### config.mk
export PLATFORM = sky130hd
export DESIGN_NAME = matmul_controller
export DESIGN_NICKNAME = d
export VERILOG_FILES = /design/src/rtl/matmul_pkg.sv /design/src/rtl/mac_unit.sv /design/src/rtl/matmul_controller.sv
export SDC_FILE = /design/constraint.sdc
export NUM_CORES = 1
export LEC_CHECK = 0
export ABC_AREA = 1
export CORE_MARGIN = 2
export CORE_UTILIZATION = 60
export CTS_CLUSTER_SIZE = 28
export DETAILED_ROUTE_END_ITERATION = 10
export GPL_TIMING_DRIVEN = 0
export HOLD_SLACK_MARGIN = 0.1
export PLACE_DENSITY = 0.78
export SLEW_MARGIN = 20
export SYNTH_ARGS = -nofsm -noshare
export SYNTH_HDL_FRONTEND = slang
export SYNTH_HIERARCHICAL = 1
export SYNTH_SLANG_ARGS = --single-unit
export TNS_END_PERCENT = 20
### constraint.sdc
create_clock -name clk -period 5.7 [get_ports clk]
set_clock_uncertainty 0.1 [all_clocks]
set_input_delay 0.855 -clock clk [delete_from_list [all_inputs] [get_ports clk]]
set_output_delay 0.855 -clock clk [all_outputs]
set_load 0.05 [all_outputs]
### src/rtl/matmul_pkg.sv
// Shared types and constants for the 2x2 matrix-multiply controller.
package matmul_pkg;

  localparam int unsigned DATA_W_DEF   = 8;
  localparam int unsigned NUM_OPERANDS = 8;
  localparam int unsigned NUM_RESULTS  = 4;
  localparam int unsigned NUM_STEPS    = 8;

  typedef enum logic [1:0] {
    IDLE,
    LOAD,
    COMPUTE,
    OUTPUT
  } state_t;

  // Operand-buffer indices per MAC step: a0..a3 live at 0..3, b0..b3 at 4..7.
  localparam logic [2:0] SCHED_A [NUM_STEPS] = '{3'd0, 3'd1, 3'd0, 3'd1, 3'd2, 3'd3, 3'd2, 3'd3};
  localparam logic [2:0] SCHED_B [NUM_STEPS] = '{3'd4, 3'd6, 3'd5, 3'd7, 3'd4, 3'd6, 3'd5, 3'd7};

endpackage

### src/rtl/mac_unit.sv
// Single shared multiplier with accumulator; i_first restarts the sum at this step.
module mac_unit
  import matmul_pkg::*;
#(
  parameter int DATA_W = DATA_W_DEF
) (
  input  logic                  i_clk,
  input  logic                  i_rst,
  input  logic                  i_en,
  input  logic                  i_first,
  input  logic [DATA_W-1:0]     i_a,
  input  logic [DATA_W-1:0]     i_b,
  output logic [2*DATA_W-1:0]   o_sum
);

  logic [2*DATA_W-1:0] r_acc;
  logic [2*DATA_W-1:0] w_prod;
  logic [2*DATA_W-1:0] w_base;

  assign w_prod = {{DATA_W{1'b0}}, i_a} * {{DATA_W{1'b0}}, i_b};
  assign w_base = i_first ? '0 : r_acc;
  // Exposed combinationally so the controller can latch a finished element on its last step.
  assign o_sum  = w_base + w_prod;

  always_ff @(posedge i_clk or posedge i_rst) begin
    if (i_rst) begin
      r_acc <= '0;
    end else if (i_en) begin
      r_acc <= o_sum;
    end
  end

endmodule

### src/rtl/matmul_controller.sv
// 2x2 matrix multiply: streams in A and B, runs 8 MAC steps, streams out C.
module matmul_controller
  import matmul_pkg::*;
#(
  parameter int DATA_W = DATA_W_DEF
) (
  input  logic                  clk,
  input  logic                  rst,
  input  logic                  clear,
  input  logic [DATA_W-1:0]     in_data,
  input  logic                  in_valid,
  output logic                  in_ready,
  output logic [2*DATA_W-1:0]   out_data,
  output logic                  out_valid,
  input  logic                  out_ready,
  output logic                  busy,
  output logic                  done
);

  state_t              r_state;
  logic [DATA_W-1:0]   r_ops [NUM_OPERANDS];
  logic [2*DATA_W-1:0] r_res [NUM_RESULTS];
  logic [2:0]          r_in_cnt;
  logic [2:0]          r_step;
  logic [1:0]          r_ridx;
  logic                r_in_ready;
  logic                r_out_valid;
  logic [2*DATA_W-1:0] r_out_data;
  logic                r_busy;
  logic                r_done;

  logic                w_in_xfer;
  logic                w_out_xfer;
  logic                w_mac_en;
  logic [2*DATA_W-1:0] w_sum;

  assign w_in_xfer  = in_valid && r_in_ready;
  assign w_out_xfer = r_out_valid && out_ready;
  assign w_mac_en   = (r_state == COMPUTE);

  mac_unit #(.DATA_W(DATA_W)) u_mac (
    .i_clk   (clk),
    .i_rst   (rst),
    .i_en    (w_mac_en),
    .i_first (~r_step[0]),
    .i_a     (r_ops[SCHED_A[r_step]]),
    .i_b     (r_ops[SCHED_B[r_step]]),
    .o_sum   (w_sum)
  );

  always_ff @(posedge clk or posedge rst) begin
    if (rst) begin
      r_state     <= IDLE;
      r_in_cnt    <= '0;
      r_step      <= '0;
      r_ridx      <= '0;
      r_in_ready  <= 1'b0;
      r_out_valid <= 1'b0;
      r_out_data  <= '0;
      r_busy      <= 1'b0;
      r_done      <= 1'b0;
      for (int unsigned i = 0; i < NUM_OPERANDS; i++) r_ops[i] <= '0;
      for (int unsigned i = 0; i < NUM_RESULTS; i++)  r_res[i] <= '0;
    end else begin
      r_done <= 1'b0;
      if (clear) begin
        r_state     <= IDLE;
        r_in_cnt    <= '0;
        r_step      <= '0;
        r_ridx      <= '0;
        r_in_ready  <= 1'b1;
        r_out_valid <= 1'b0;
        r_busy      <= 1'b0;
      end else begin
        case (r_state)
          IDLE, LOAD: begin
            r_in_ready <= 1'b1;
            if (w_in_xfer) begin
              r_ops[r_in_cnt] <= in_data;
              r_in_cnt        <= r_in_cnt + 3'd1;
              r_busy          <= 1'b1;
              if (r_in_cnt == 3'(NUM_OPERANDS - 1)) begin
                r_state    <= COMPUTE;
                r_in_ready <= 1'b0;
                r_step     <= '0;
              end else begin
                r_state <= LOAD;
              end
            end
          end
          COMPUTE: begin
            if (r_step[0]) r_res[r_step[2:1]] <= w_sum;
            r_step <= r_step + 3'd1;
            // c0 was latched at step 1, so it can be presented on the same edge c3 completes.
            if (r_step == 3'(NUM_STEPS - 1)) begin
              r_state     <= OUTPUT;
              r_out_valid <= 1'b1;
              r_out_data  <= r_res[0];
              r_ridx      <= '0;
            end
          end
          OUTPUT: begin
            if (w_out_xfer) begin
              if (r_ridx == 2'(NUM_RESULTS - 1)) begin
                r_state     <= IDLE;
                r_out_valid <= 1'b0;
                r_done      <= 1'b1;
                r_busy      <= 1'b0;
                r_in_ready  <= 1'b1;
                r_ridx      <= '0;
              end else begin
                r_ridx     <= r_ridx + 2'd1;
                r_out_data <= r_res[r_ridx + 2'd1];
              end
            end
          end
          default: begin
            r_state <= IDLE;
          end
        endcase
      end
    end
  end

  assign in_ready  = r_in_ready;
  assign out_valid = r_out_valid;
  assign out_data  = r_out_data;
  assign busy      = r_busy;
  assign done      = r_done;

endmodule

==> impl_metrics.toml, run 1 <==
[logic_synthesis]
synth_area_um2 = 10800
synth-edff-count = 0
synth_ff_type = "dfrtp_1"
synth_cell_type_count = 33
synth_seq_cells = 174
synth_warnings = 6
postSynthCellCount = 1429
synth_nets = 1533
async_reset_ff_share_pct = 100
avgSynthCellArea_um2 = 7.58
ys_seq_area_share_pct = 40.2

[sta]
tightest_slew_ps = 724
period_share_pct = 95.8
setup_slack_ps = 241
grt_setup_unrepaired = "no"
final_hold_viol_count = 0
period_needed_ps = 5460
slew_viol_final = 0
slew_headroom_pct = 51.7
timing.fmax_ghz = 0.183
setup_violations = 0

[floorplanning]
design.die.area_um2 = 19100
core_um2 = 17800
die_height_um = 138
ios = 33
rows = 49
fp.dieW_um = 138
start_util_pct = 60.7

[worst_setup_path]
r2r-end = "r_res[31]"
crit_buf_inv = 9
rr_startpoint = "r_step[0]"
critPathCaptureType = "flop"
worstSetupPathType = "flop to flop"
crit_fanout = 10
ff2ff_path_depth = 25
cp.arrival_ps = 5720
cpLargestDelayFamily = "adder cells"
crit_path_max_incr_delay_ps = 560
crit_slowest_cell = "fa_1"
r2r_slack_ps = 240
startpoint_type = "flop"
cp.required_ps = 5960

[routing]
drc = 0
dr.pass1.iters = 5
vias = 9113
drtIter0Drc = 626
drt-total-wl_um = 25200
routedWlPerCell_um = 14.6
antenna_left = 0
vias_per_cell = 5.28

[worst_hold_path]
hold_end = "out_data[0]"
holdCritStartpoint = "out_data[0]"
hold_class = "flop to flop"
min_path_cells = 2

[clock_network]
h-tree-depth = 4
cts_buffer_depth = 2
clk_latency_ps = 440
clkTransAtPathRegs_ps = 70
cts-root-buf = "clkbuf_16"
cts.sinks = 174
cts_tree = "built"
numCtsBuffers = 17

[job]
drv_cap = 0

[run_status]
run_status = "complete, no violations"

[grt]
grt_use_total_pct = 27.6
grt_max_degree = 100
antenna_found_initial = 0
overflow = 0
grt_pass1_wl_um = 42700
grt_pass1_vias = 8928

[pwr]
pwr_density_cell_nw_per_um2 = 246
leakage_uw = 0.00656
power_uw = 2980
peakVddDrop_uv = 220

[place]
place_congestion = 0.918
port_buffers = 31
pre_cts_ws_ps = -504
placed_area_um2 = 11500
dp_hpwl_um = 18600

[finish]
area_delta_synth_final_pct = 11.8
antenna_cells = 0
multiInputGateArea_um2 = 5200
regArea_um2 = 4350
finalNetCount = 1589
drive_above_1_share_pct = 7.08
fillers = 1521
finalInstanceArea_um2 = 12100
-- cell usage in the layout (no fill, tap or decap), drive strengths merged --
| master | n |
|---|---|
| clkbuf | 60 |
| clkinvlp | 3 |
| xnor2 | 2 |
| nand3 | 88 |
| clkinv | 7 |
| nor2 | 59 |
| a21oi | 5 |
| o21bai | 1 |
| nand3b | 3 |
| buf | 30 |
| nand4 | 11 |
| nor3 | 2 |
| o21ai | 174 |
| and2 | 6 |
| nand2 | 458 |
| clkdlybuf4s50 | 31 |
| dfrtp | 174 |
| xor2 | 5 |
| or2 | 1 |
| o22ai | 16 |
| ha | 41 |
| inv | 270 |
| a21o | 1 |
| fa | 50 |
-- repair_timing --
| action | CTS | global route |
|---|---|---|
| endpoints found under the hold margin | 0 | 0 |
| buffers inserted | 0 | 5 |
| resized for setup | 11 | 59 |
| setup endpoints to repair | 49 | 39 |
| pin swaps | 0 | 1 |
| hold buffers | 0 | 0 |
-- layer usage --
| layer | part of all wire, % | track usage [%] | vias up |
|---|---|---|---|
| met5 | 0 | 0 | - |
| met4 | 2.6 | 9.72 | 0 |
| met3 | 4.9 | 3.78 | 51 |
| met2 | 48 | 46.3 | 261 |
| met1 | 44 | 37.2 | 4312 |
| li1 | - | - | 4489 |
-- stage by stage --
step | hold WS, ps | setup TNS [ps] | utilization [%] | cells
detailed placement | 362 | -14910 | 64.3 | 1690
CTS | 383 | 0 | 67.4 | 1722
global placement | 358 | -256260 | 64.1 | 1689
global route | 403 | 0 | 67.9 | 1727
finish | 376 | 0 | 67.9 | 1727
floorplan | 342 | 0 | - | 1429
-- cells in the mapped netlist, types with 3 or more instances --
library cell,count,area [µm²]
nand3_1,87,435
clkbuf_1,50,188
o22ai_1,16,100
inv_2,5,18.8
fa_1,50,1000
nand4_1,11,68.8
dfrtp_1,174,4350
nor2_1,55,206
o21ai_1,119,596
o21ai_0,55,275
a21oi_1,5,25.0
inv_1,260,976
and2_1,6,37.5
nand2_1,447,1680
ha_1,41,513
xor2_1,3,26.3
nand2_2,11,68.8
buf_2,11,55.1
-- power breakdown --
group | switching [µW] | internal [µW]
combinational | 356 | 180
clock | 527 | 564
sequential | 42.0 | 1310
total | 925 | 2060
-- worst max-delay path by stage --
stage	endpoint	slack (ps)	depth (start not counted)	from
3_5_place_dp	r_res[31]	-500	25	r_step[0]
3_3_place_gp	r_ops[29]	-1570	2	rst
5_1_grt	r_res[63]	20	25	r_step[0]
6_report	r_res[31]	240	25	r_step[0]
4_1_cts	r_res[31]	20	25	r_step[0]
2_1_floorplan	busy	480	1	rst
-- cell families (layout without fill, tap and decap cells) --
kind of cell	count (synthesis)	count (layout)	synth area share (%)
buf+inv	332	401	11.8
simple gates	628	628	24.0
fa+ha+maj	91	91	14.0
xor+xnor	7	7	0.705
flops	174	174	40.2
compound gates	197	197	9.33
-- sequential cells by signal, indices dropped and copies added, names as in the netlist, 2 cells and up --
signal,cells
r_state,2
out_data,16
r_ops,64
r_ridx,2
r_res,64
r_in_cnt,3
r_step,3
u_mac/r_acc,16
-- tightest hold or removal path, delay by kind of cell (launching register included) --
kind	cells	cell delay (ps)
AND/OR/NAND/NOR	2	100
flip-flops	1	340
-- area by class of cell --
class	count	share of cell area, %
plain buffers	67	2.90
clock buffers	17	3.51
clock inverters	15	0.920
inverters	265	8.31
multi-input cells	923	42.9
flip-flops and latches	174	36.0
well taps	229	2.37
repair buffers	37	3.10
(Power assumes the default switching activity.)
==> run 2, diff against run 1 <==
--- a/config.mk
+++ b/config.mk
@@ -8,11 +8,11 @@
 export ABC_AREA = 1
 export CORE_MARGIN = 2
 export CORE_UTILIZATION = 60
-export CTS_CLUSTER_SIZE = 28
 export DETAILED_ROUTE_END_ITERATION = 10
 export GPL_TIMING_DRIVEN = 0
 export HOLD_SLACK_MARGIN = 0.1
 export PLACE_DENSITY = 0.78
+export SKIP_CTS_REPAIR_TIMING = 1
 export SLEW_MARGIN = 20
 export SYNTH_ARGS = -nofsm -noshare
 export SYNTH_HDL_FRONTEND = slang
==> constraint.sdc (replaced) <==
create_clock -name clk -period 5.7 [get_ports clk]
set_clock_uncertainty 0.1 [all_clocks]
set_input_delay 1.71 -clock clk [delete_from_list [all_inputs] [get_ports clk]]
set_output_delay 1.71 -clock clk [all_outputs]
set_load 0.05 [all_outputs]
==> impl_metrics.toml, run 2 (synthesis gave the netlist of run 1 again) <==
[clock_network]
numCtsBuffers = 17
clkTransAtPathRegs_ps = 70
clk_latency_ps = 430
cts.sinks = 174
cts-root-buf = "clkbuf_16"
cts_tree = "built"
cts_buffer_depth = 2
h-tree-depth = 4

[sta]
setup_violations = 0
setup_slack_ps = 249
timing.fmax_ghz = 0.183
period_share_pct = 95.6
period_needed_ps = 5450
final_hold_viol_count = 0
tightest_slew_ps = 714
slew_viol_final = 0
slew_headroom_pct = 52.4

[pwr]
peakVddDrop_uv = 223
pwr_density_cell_nw_per_um2 = 255
leakage_uw = 0.00659

[finish]
layout_common_cells = "nand2_1, inv_1, dfrtp_1, o21ai_1, nand3_1"
layout_commonest_cell = "nand2_1"
antenna_cells = 0
multiInputGateArea_um2 = 5210
regArea_um2 = 4350
final_cells = 1725
finalNetCount = 1588
area_delta_synth_final_pct = 12.9
fillers = 1480
drive_above_1_share_pct = 6.89
largest_registers = "r_ops (64), r_res (64)"

[grt]
grt_pass1_vias = 9099
overflow = 0
use_met3_pct = 5.16
top_usage_layer = "met2"
grt_pass1_wl_um = 43400
grt_max_degree = 33
grt_use_total_pct = 27.9
grtUsageMet2_pct = 47.0
antenna_found_initial = 0
grtUsageMet1_pct = 36.5

[place]
dp_hpwl_um = 19100
pre_cts_ws_ps = -428
placedCellCount = 1694
port_buffers = 31
place_congestion = 0.923

[floorplanning]
core_um2 = 17800
rows = 49
fp.dieW_um = 138
die_height_um = 138
ios = 33
design.die.area_um2 = 19100
start_util_pct = 60.7

[routing]
dr.pass1.iters = 5
drtIter0Drc = 701
vias_per_cell = 5.30
vias = 9149
drc = 0
antenna_left = 0
drt-total-wl_um = 25700
routedWlPerCell_um = 14.9

[worst_hold_path]
min_path_cells = 2
hold_class = "flop to flop"

[run_status]
run_status = "complete, no violations"

[worst_setup_path]
crit_fanout = 10
startpoint_type = "flop"
worstSetupPathType = "flop to flop"
crit_slowest_cell = "fa_1"
ff2ff_path_depth = 25
cp.arrival_ps = 5700
critPathCaptureType = "flop"
crit_path_max_incr_delay_ps = 560
cp.required_ps = 5950

[job]
drv_cap = 0
run 2: routing by layer:
layer	vias up	share of wire, %
li1	4476	-
met1	4349	43
met2	266	49
met3	58	5.1
met4	0	2.9
met5	-	0
run 2: layout make-up:
type                    count  area share (%)
multi-input cells         923            42.6
flip-flops and latches    174            35.6
inverters                 265            8.22
clock buffers              19            3.70
repair buffers             36            3.42
plain buffers              67            2.75
well taps                 229            2.34
clock inverters            12            1.31
run 2: where the power goes:
group | internal [µW] | total [µW] | switching (µW)
logic | 183 | 542 | 360
clock network | 715 | 1220 | 500
registers | 1310 | 1360 | 44.0
total | 2210 | 3110 | 904
run 2: through the flow:
| step | TNS (ps) | hold slack, ps | utilization (%) | cell area (µm²) | total power, µW |
|---|---|---|---|---|---|
| final | 0 | 376 | 68.5 | 12200 | 3110 |
| after global routing | -6.92 | 400 | 68.5 | 12200 | 3250 |
| after CTS | -15090 | 382 | 68.1 | 12200 | 3100 |
| after detailed placement | -12940 | 365 | 64.7 | 11500 | 1900 |
| after global placement | -10480 | 358 | 64.1 | 11400 | 1870 |
| after floorplan | 0 | 342 | - | 10800 | 1740 |
run 2: final timing paths:
check,end,slack (ps),from
hold reg to reg,out_data[8],380,out_data[8]
max in group asynchronous,r_ops[23],2990,rst
setup / recovery,r_res[15],250,r_step[0]
hold / removal,out_data[8],380,out_data[8]
setup reg to reg,r_res[15],250,r_step[0]
min in group asynchronous,r_res[37],1570,rst
run 2: critical path: cells and delay by family (launching register included):
kind                     cells  cell delay, ps
AND/OR/NAND/NOR              8             830
flip-flops                   1             380
buffers and inverters        9            1140
adder cells (fa/ha/maj)      5            2430
AO/OA/AOI/OAI                3             480
